$ cat src/rtl/int_ctrl_pkg.sv
// -----------------------------------------------------------------------------
// int_ctrl_pkg
// Shared definitions for the prioritised interrupt controller (prio_int_ctrl):
//   - state_e        : INTA handshake state (IDLE / ACK)
//   - REG_IMR/REG_CMD: register select values on a0
//   - EOI_BIT        : command-register bit requesting a non-specific EOI
//   - spurious_ofs() : vector offset returned when INTA finds nothing pending
// -----------------------------------------------------------------------------
package int_ctrl_pkg;

    typedef enum logic {
        IDLE = 1'b0,
        ACK  = 1'b1
    } state_e;

    localparam logic REG_IMR = 1'b0;
    localparam logic REG_CMD = 1'b1;

    localparam int EOI_BIT = 5;

    // A spurious acknowledge answers with the first vector past the last channel.
    function automatic int spurious_ofs(input int num_irq);
        return num_irq;
    endfunction

endpackage

$ cat src/rtl/prio_int_ctrl_prio_enc.sv
// -----------------------------------------------------------------------------
// prio_enc
// Priority encoder, lowest set index wins.
// Ports:
//   req   [N-1:0]  request vector
//   idx   [IW-1:0] index of the lowest set bit (0 when none set)
//   valid          at least one request bit set
// -----------------------------------------------------------------------------
module prio_enc #(
    parameter int N  = 8,
    parameter int IW = (N > 1) ? $clog2(N) : 1
) (
    input  logic [N-1:0]  req,
    output logic [IW-1:0] idx,
    output logic          valid
);

    // Scan from the top down so the lowest set index is the last one written.
    always_comb begin
        idx   = '0;
        valid = 1'b0;
        for (int i = N - 1; i >= 0; i--) begin
            idx   = req[i] ? IW'(i) : idx;
            valid = valid | req[i];
        end
    end

endmodule

$ cat src/rtl/prio_int_ctrl.sv
// -----------------------------------------------------------------------------
// prio_int_ctrl
// Prioritised interrupt controller: latches NUM_IRQ request lines, masks and
// prioritises them (channel 0 highest), raises intr, answers INTA with a
// per-channel vector and tracks in-service state until a non-specific EOI.
//
// Ports:
//   clk, resetN          clock, asynchronous active-low reset
//   irq[NUM_IRQ-1:0]     asynchronous request lines, active high
//   intaN                interrupt acknowledge, active low (synchronised)
//   csN, wrN, rdN, a0    register access strobes and register select
//   din[7:0]             write data
//   dout[7:0], dout_en   registered read data and its bus-drive enable
//   vec[7:0], vec_en     interrupt vector and its bus-drive enable
//   intr                 interrupt request to the CPU (registered)
//
// Build option:
//   PRIO_INT_CTRL_LEVEL_TRIG_EN  when defined, IRR follows the synchronised
//                                irq level each clock instead of latching edges.
// -----------------------------------------------------------------------------
module prio_int_ctrl
    import int_ctrl_pkg::*;
#(
    parameter int          NUM_IRQ     = 8,
    parameter logic [7:0]  VEC_BASE    = 8'h10,
    parameter int          SYNC_STAGES = 2
) (
    input  logic               clk,
    input  logic               resetN,
    input  logic [NUM_IRQ-1:0] irq,
    input  logic               intaN,
    input  logic               csN,
    input  logic               wrN,
    input  logic               rdN,
    input  logic               a0,
    input  logic [7:0]         din,
    output logic [7:0]         dout,
    output logic               dout_en,
    output logic [7:0]         vec,
    output logic               vec_en,
    output logic               intr
);

    localparam int                 IW      = (NUM_IRQ > 1) ? $clog2(NUM_IRQ) : 1;
    localparam logic [NUM_IRQ-1:0] ONE_BIT = NUM_IRQ'(1);

    // Synchronisers and edge-detect history
    logic [SYNC_STAGES-1:0][NUM_IRQ-1:0] irq_sync_q, irq_sync_d;
    logic [NUM_IRQ-1:0]                  irq_prev_q, irq_prev_d;
    logic [SYNC_STAGES-1:0]              ack_sync_q, ack_sync_d;
    logic [SYNC_STAGES-1:0]              wr_sync_q,  wr_sync_d;
    logic                                wr_prev_q,  wr_prev_d;

    // Architectural state
    logic [NUM_IRQ-1:0] irr_q, irr_d;
    logic [NUM_IRQ-1:0] isr_q, isr_d;
    logic [NUM_IRQ-1:0] imr_q, imr_d;
    state_e             state_q, state_d;
    logic [7:0]         vec_q, vec_d;
    logic               vec_en_q, vec_en_d;
    logic               intr_q, intr_d;
    logic [7:0]         dout_q, dout_d;

    // Decoded events
    logic [NUM_IRQ-1:0] irq_lvl_s;
    logic [NUM_IRQ-1:0] irq_rise_s;
    logic               ack_lvl_s;
    logic               wr_rise_s;
    logic [NUM_IRQ-1:0] pend_s;
    logic [IW-1:0]      pend_idx_s;
    logic               pend_vld_s;
    logic [IW-1:0]      isr_idx_s;
    logic               isr_vld_s;
    logic               ack_start_s;
    logic               eoi_s;
    logic               imr_wr_s;
    logic [NUM_IRQ-1:0] win_onehot_s;
    logic [NUM_IRQ-1:0] eoi_onehot_s;

    // Shift the raw inputs through the synchroniser chains.
    always_comb begin
        irq_sync_d    = irq_sync_q;
        ack_sync_d    = ack_sync_q;
        wr_sync_d     = wr_sync_q;
        irq_sync_d[0] = irq;
        ack_sync_d[0] = ~intaN;
        wr_sync_d[0]  = ~csN & ~wrN;
        for (int i = 1; i < SYNC_STAGES; i++) begin
            irq_sync_d[i] = irq_sync_q[i-1];
            ack_sync_d[i] = ack_sync_q[i-1];
            wr_sync_d[i]  = wr_sync_q[i-1];
        end
        irq_prev_d = irq_sync_q[SYNC_STAGES-1];
        wr_prev_d  = wr_sync_q[SYNC_STAGES-1];
    end

    // Decode synchronised levels and rising edges.
    always_comb begin
        irq_lvl_s  = irq_sync_q[SYNC_STAGES-1];
        irq_rise_s = irq_lvl_s & ~irq_prev_q;
        ack_lvl_s  = ack_sync_q[SYNC_STAGES-1];
        wr_rise_s  = wr_sync_q[SYNC_STAGES-1] & ~wr_prev_q;
        pend_s     = irr_q & ~imr_q;
        eoi_s      = wr_rise_s && (a0 == REG_CMD) && din[EOI_BIT];
        imr_wr_s   = wr_rise_s && (a0 == REG_IMR);
    end

    prio_enc #(.N(NUM_IRQ), .IW(IW)) u_pend_enc (
        .req   (pend_s),
        .idx   (pend_idx_s),
        .valid (pend_vld_s)
    );

    prio_enc #(.N(NUM_IRQ), .IW(IW)) u_isr_enc (
        .req   (isr_q),
        .idx   (isr_idx_s),
        .valid (isr_vld_s)
    );

    // INTA handshake state machine; the ACK entry cycle latches the winner.
    always_comb begin
        state_d     = state_q;
        ack_start_s = 1'b0;
        case (state_q)
            IDLE: begin
                if (ack_lvl_s) begin
                    state_d     = ACK;
                    ack_start_s = 1'b1;
                end else begin
                    state_d = IDLE;
                end
            end
            ACK: begin
                if (!ack_lvl_s) begin
                    state_d = IDLE;
                end else begin
                    state_d = ACK;
                end
            end
            default: begin
                state_d = IDLE;
            end
        endcase
    end

    // Next values of IRR/ISR/IMR, vector, intr and read data.
    always_comb begin
        win_onehot_s = '0;
        eoi_onehot_s = '0;
        vec_d        = vec_q;
        imr_d        = imr_q;
        dout_d       = 8'h00;

        if (ack_start_s && pend_vld_s) begin
            win_onehot_s = ONE_BIT << pend_idx_s;
            vec_d        = VEC_BASE + 8'(pend_idx_s);
        end else if (ack_start_s) begin
            vec_d = VEC_BASE + 8'(spurious_ofs(NUM_IRQ));
        end else begin
            vec_d = vec_q;
        end

        if (eoi_s && isr_vld_s) begin
            eoi_onehot_s = ONE_BIT << isr_idx_s;
        end else begin
            eoi_onehot_s = '0;
        end

`ifdef PRIO_INT_CTRL_LEVEL_TRIG_EN
        irr_d = irq_lvl_s & ~win_onehot_s;
`else
        // A new edge on the channel being acknowledged keeps its IRR bit set.
        irr_d = (irr_q & ~win_onehot_s) | irq_rise_s;
`endif

        // EOI retires the old highest in-service bit before the new winner lands.
        isr_d = (isr_q & ~eoi_onehot_s) | win_onehot_s;

        if (imr_wr_s) begin
            imr_d = din[NUM_IRQ-1:0];
        end else begin
            imr_d = imr_q;
        end

        vec_en_d = (state_d == ACK);
        intr_d   = (state_d == IDLE) && pend_vld_s &&
                   (!isr_vld_s || (pend_idx_s < isr_idx_s));

        if (a0 == REG_CMD) begin
            dout_d[NUM_IRQ-1:0] = isr_q;
        end else begin
            dout_d[NUM_IRQ-1:0] = imr_q;
        end
    end

    // State and output registers with asynchronous reset.
    always_ff @(posedge clk or negedge resetN) begin
        if (!resetN) begin
            irq_sync_q <= '0;
            irq_prev_q <= '0;
            ack_sync_q <= '0;
            wr_sync_q  <= '0;
            wr_prev_q  <= 1'b0;
            irr_q      <= '0;
            isr_q      <= '0;
            imr_q      <= '1;
            state_q    <= IDLE;
            vec_q      <= 8'h00;
            vec_en_q   <= 1'b0;
            intr_q     <= 1'b0;
            dout_q     <= 8'h00;
        end else begin
            irq_sync_q <= irq_sync_d;
            irq_prev_q <= irq_prev_d;
            ack_sync_q <= ack_sync_d;
            wr_sync_q  <= wr_sync_d;
            wr_prev_q  <= wr_prev_d;
            irr_q      <= irr_d;
            isr_q      <= isr_d;
            imr_q      <= imr_d;
            state_q    <= state_d;
            vec_q      <= vec_d;
            vec_en_q   <= vec_en_d;
            intr_q     <= intr_d;
            dout_q     <= dout_d;
        end
    end

    assign dout    = dout_q;
    assign dout_en = ~csN & ~rdN;
    assign vec     = vec_q;
    assign vec_en  = vec_en_q;
    assign intr    = intr_q;

endmodule

$ cat config.mk
export PLATFORM = sky130hd
export DESIGN_NAME = prio_int_ctrl
export DESIGN_NICKNAME = d
export VERILOG_FILES = /design/src/rtl/int_ctrl_pkg.sv /design/src/rtl/prio_int_ctrl_prio_enc.sv /design/src/rtl/prio_int_ctrl.sv
export SDC_FILE = /design/constraint.sdc
export NUM_CORES = 1
export LEC_CHECK = 0
export BUFFER_PORTS_ARGS = -buffer_cell sky130_fd_sc_hd__buf_2
export CORE_ASPECT_RATIO = 1.4
export CORE_UTILIZATION = 45
export DETAILED_ROUTE_END_ITERATION = 12
export PLACE_DENSITY = 0.66
export SLEW_MARGIN = 0
export SYNTH_ARGS = -nofsm -noshare
export SYNTH_HDL_FRONTEND = slang
export SYNTH_SLANG_ARGS = --single-unit
$ cat constraint.sdc
create_clock -name clk -period 5.5 [get_ports clk]
set_input_delay 0.275 -clock clk [delete_from_list [all_inputs] [get_ports clk]]
set_output_delay 0.275 -clock clk [all_outputs]
set_load 0.05 [all_outputs]
-- After elaboration in Yosys (flattened, before gate mapping)
Cells that the tools add are included.
- register bits after elaboration: 71
- input bits: 23
- logic and storage cells: 84
- output and inout port bits: 19
- bitwise gates (word level): 34
- muxes and demuxes: 23
- reduce and logical (&&, ||, !) cells: 10
- order comparisons: 1
- shift operators: 2
- add/sub/neg operators: 1
- operators with widths (kind ; number):
    3-bit 2-to-1 mux ; 16
    8-bit 2-to-1 mux ; 5
    8-bit bitwise AND ; 4
    8-bit inverter ; 4
    8-bit OR ; 2
    1-bit by 3-bit left shift with 8-bit output (first input constant) ; 2
    1-bit OR ; 14
    1-bit logical AND ; 7
    1-bit inverter ; 7
    5-bit by 3-bit adder with 6-bit output (first input constant) ; 1
    1-bit bitwise AND ; 3
    3-bit < comparator ; 1
    1-bit 2-to-1 mux ; 2
    2-bit nonzero test ; 1
    1-bit logical NOT ; 1
    1-bit logical OR ; 1

-- Logic depth before layout (Yosys ltp)
- depth in word-level cells: 15
- depth in mapped cells: 8

-- By module
From an unflattened synthesis, not the netlist that was laid out.
- cells, all modules: 199
- area, all modules: 2597.5 um^2
- modules (own cells, without submodules) (module ; seq. area each (um^2) ; instances ; area an instance (um^2) ; cells each):
    prio_int_ctrl ; 1711.6 ; 1 ; 2434.8 ; 173
    prio_enc ; 0.0 ; 2 ; 81.3 ; 13

-- Least setup slack after synthesis
Ideal clock, no wire load.
- path kind: reg-to-reg
- start: register imr_q[5]
- end: register intr_q, in the netlist intr
- stages on the path, launching flop included: 9
- data required time: 5406 ps
- arrival time: 1811 ps
- path buffers: 0
- path slack: 3595 ps
- setup time: 94 ps
- path through: dfstp_2 > nand2b_1 > nand2_1 > nor3_2 > nor3_1 > ha_1 > a21oi_1 > o211ai_1 > a221oi_2
- longest elaborated chain between the ends: 11
- elaborated cells on any way between the ends: 18
- classes of those cells: order compare: 1; mux: 6; bitwise: 8; reduce/logical: 3
- ends and longest elaborated chain (element ; RTL line ; RTL):
    start: declaration ; prio_int_ctrl.sv:57 ; logic [NUM_IRQ-1:0] imr_q, imr_d;
    start signal: assignment ; prio_int_ctrl.sv:220 ; imr_q <= imr_d;
    8-bit inverter * ; prio_int_ctrl.sv:103 ; pend_s = irr_q & ~imr_q;
    8-bit bitwise AND * ; prio_int_ctrl.sv:103 ;
    3-bit 2-to-1 mux (6 in a row) ; prio_int_ctrl_prio_enc.sv:23 ; idx = req[i] ? IW'(i) : idx;
    3-bit < comparator ; prio_int_ctrl.sv:187 ; (!isr_vld_s || (pend_idx_s < isr_idx_s));
    1-bit logical OR ; prio_int_ctrl.sv:187 ;
    1-bit logical AND * ; prio_int_ctrl.sv:186 ; intr_d = (state_d == IDLE) && pend_vld_s &&
    net intr_d ; prio_int_ctrl.sv:61 ; logic intr_q, intr_d;
    end signal: assignment ; prio_int_ctrl.sv:224 ; intr_q <= intr_d;
    end: declaration ; prio_int_ctrl.sv:61 ;
Mark *: on every way through the listed nets, which the timed path passes. The rest lies on a longest branch.
A chain may end at the register's enable or synchronous reset.

-- Worst setup path after layout
Same ends and word-level chain as after synthesis.

==> results.toml <==
[min_path]
holdCritStartpoint = "irq[3]"
hold_depth = 1
hold_path_end = "irq_sync_d[11]$_DFF_PN0_"
min_path_type = "input port to flop"

[pwr]
p_int_w = 0.000952
p_switching_w = 0.000445
clkPwrFrac = 0.322
leakagePower_nw = 1.43
combPwrFrac = 0.228
seq_power_share = 0.449
p_sw_frac = 0.319
power_density_mw_per_mm2 = 439
peakVddDrop_uv = 180

[setup_path]
cp_max_fo = 3
required_ns = 5.74
worst-path-buf-inv = 0
critPathArrivalTime_ns = 2.37
reg2reg_from = "imr_q[5]$_DFFE_PN1P_"
crit_chain = "nand2b_1 -> nand2_1 -> nor3_2 -> nor3_1 -> ha_1 -> a21oi_1 -> o211ai_1 -> a221oi_2"
reg2reg_to = "intr$_DFF_PN0_"
critPathMaxStageDelay_ns = 0.54
cp.depth = 8
endpoint_kind = "flop"
cp-start-kind = "flop"
worst-setup-path-type = "flop to flop"
reg2reg_slack_ns = 3.37
cp_slowest_cell = "dfstp_2"
ff2ff_path_depth = 8
crit_family = "simple AND/OR/NAND/NOR gates"

[clock_tree]
cts_buffer_depth = 2
post_cts_buffers = 0
htree_levels = 3
cts_made_buffers = 9
clk_latency_ns = 0.34
clk_pin_slew_ns = 0.07
root_buffer = "clkbuf_8"
holdBufCountCts = 0
clock-sinks = 68
cts_tree = "built"
cts_resized = 0

[detailed_routing]
viasPerCell = 5.12
ant_nets = 0
drt-total-wl_um = 4950
post-route-drc-count = 0
vias = 1675
wire_per_inst_um = 15.1
drtPass1Iterations = 4
drtIter0Drc = 83

[placement]
routabilityCongestion = 0.833
port_buffers = 38
hpwl_um = 3500

[logic_synthesis]
synthCells = 206
netlist_top_cells_count = "60 x dfrtp_1, 18 x mux2_2, 15 x nand2_1"
ys_ff_latch = 68
synth_cell_types = 45
synth_area_leaders = "dfrtp_1 55%, dfstp_2 7.8%, mux2_2 7.5%"
synth_edf_count = 0
synth_largest_area_cell = "dfrtp_1"
yosysMostFrequentCell = "dfrtp_1"
ys_async_sr_fraction = 1.00
postSynthAreaPerCell_um2 = 13.1
synth_seq_area_share = 0.632
syn_area_mm2 = 0.00271
yosysTopAreaCellShare = 0.554
ys_warn_count = 0
synthFlopType = "dfrtp_1"

[status]
status = "complete, no violations"

[sta]
fin_skew_ns = 0.00827
slew_headroom = 0.449
worstMarginPinSlew_ns = 0.826
hold_viol_final = 0
finalCritPeriodShare = 0.387
rsz0062_at_grt = "false"
setup_viol = 0
max_freq_mhz = 470
tns_ns = 0
fin_crit_ns = 2.13
whs_ns = 0.0413
report.final.slew_viol_count = 0

[finish]
layout.nets = 277
antenna_cells = 0
utilization = 0.547
area_growth_syn_to_layout_pct = 17.6
drive_above_1_share = 0.377

[die]
coreArea_mm2 = 0.00582
die_h_um = 93.8
dieWidth_um = 67.6
dieArea_mm2 = 0.00634
row_count = 33
initial_core_util = 0.465
num_io_pins = 42

[grt]
grt_pass1_vias = 1685
antenna_found_initial = 0
grt_usage = 0.187
grt-ovfl-total = 0
grt_max_degree = 69
grt_pass1_wl_um = 8290

[job]
maxCapViolCount = 0
==> power by group through the flow <==
stage                     Combinational, W  Sequential, W  Clock, W
final                             0.000319       0.000628  0.000450
after CTS                         0.000322       0.000628  0.000465
after global routing              0.000347       0.000638  0.000485
after detailed placement          0.000320       0.000637         0
after floorplan                   0.000168       0.000702         0
after global placement            0.000318       0.000633         0
==> worst max-delay path by stage <==
| stage | from | end | slack (ns) |
|---|---|---|---|
| floorplan | imr_q[5]$_DFFE_PN1P_ | intr$_DFF_PN0_ | 3.60 |
| global placement | imr_q[5]$_DFFE_PN1P_ | intr$_DFF_PN0_ | 3.49 |
| detailed placement | imr_q[5]$_DFFE_PN1P_ | intr$_DFF_PN0_ | 3.39 |
| CTS | imr_q[5]$_DFFE_PN1P_ | intr$_DFF_PN0_ | 3.37 |
| global route | imr_q[5]$_DFFE_PN1P_ | intr$_DFF_PN0_ | 3.16 |
| finish | imr_q[5]$_DFFE_PN1P_ | intr$_DFF_PN0_ | 3.37 |
==> area by class of cell <==
class	instances	area, um2
fillers	503	2640
flip-flops and latches	68	1710
multi-input cells	122	918
repair buffers	39	198
clock buffers	10	138
clock inverters	6	87.6
well taps	70	87.6
inverters	12	45.0
==> metal layers <==
metal  track usage  part of all wire  vias to the layer above  wire length, um
li1              -                 -                      809                -
met1         0.234              0.43                      820             2130
met2         0.288              0.51                       38             2550
met3        0.0437             0.036                        8              177
met4         0.110             0.020                        0               97
met5             0                 0                        -                0
==> flip-flops by register name (all words and copies together) (netlist names) <==
signal and count:
irq_prev_q 8, irq_lvl_s 8, wr_sync_q 2, vec 5, vec_en 1, ack_sync_q 2
irr_q 8, imr_q 8, irq_sync_d 8, wr_prev_q 1, dout 8, intr 1
isr_q 8
==> placed cells by master, fill, tap and decap left out, drive strengths merged, types with 7 or more instances in the layout <==
cell type,synthesis,final
inv,12,12
dfrtp,60,60
dfstp,8,8
buf,4,39
nand2b,9,9
nor2,9,9
clkbuf,2,10
nand2,17,17
mux2,18,18
a22o,7,7
o21ai,17,17
==> logic make-up (layout without fill, tap and decap cells) <==
logic type               Yosys count  after routing  share of synthesized area
flip-flops                        68             68                      0.632
AND/OR/NAND/NOR                   58             58                      0.141
AO/OA/AOI/OAI                     41             41                      0.110
multiplexers                      18             18                     0.0748
buffers and inverters             18             67                     0.0319
adder cells (fa/ha/maj)            2              2                    0.00924
other                              1              3                    0.00138
==> through the flow <==
step,instances,setup slack [ns],total power [W],cell area (um2)
after floorplan,208,3.60,0.000871,2720
after global placement,311,3.49,0.000951,2960
after detailed placement,311,3.39,0.000957,2960
after CTS,327,3.37,0.00142,3190
after global routing,327,3.16,0.00147,3190
final,327,3.37,0.00140,3190
Note: power is estimated with default switching activity, not from simulation.
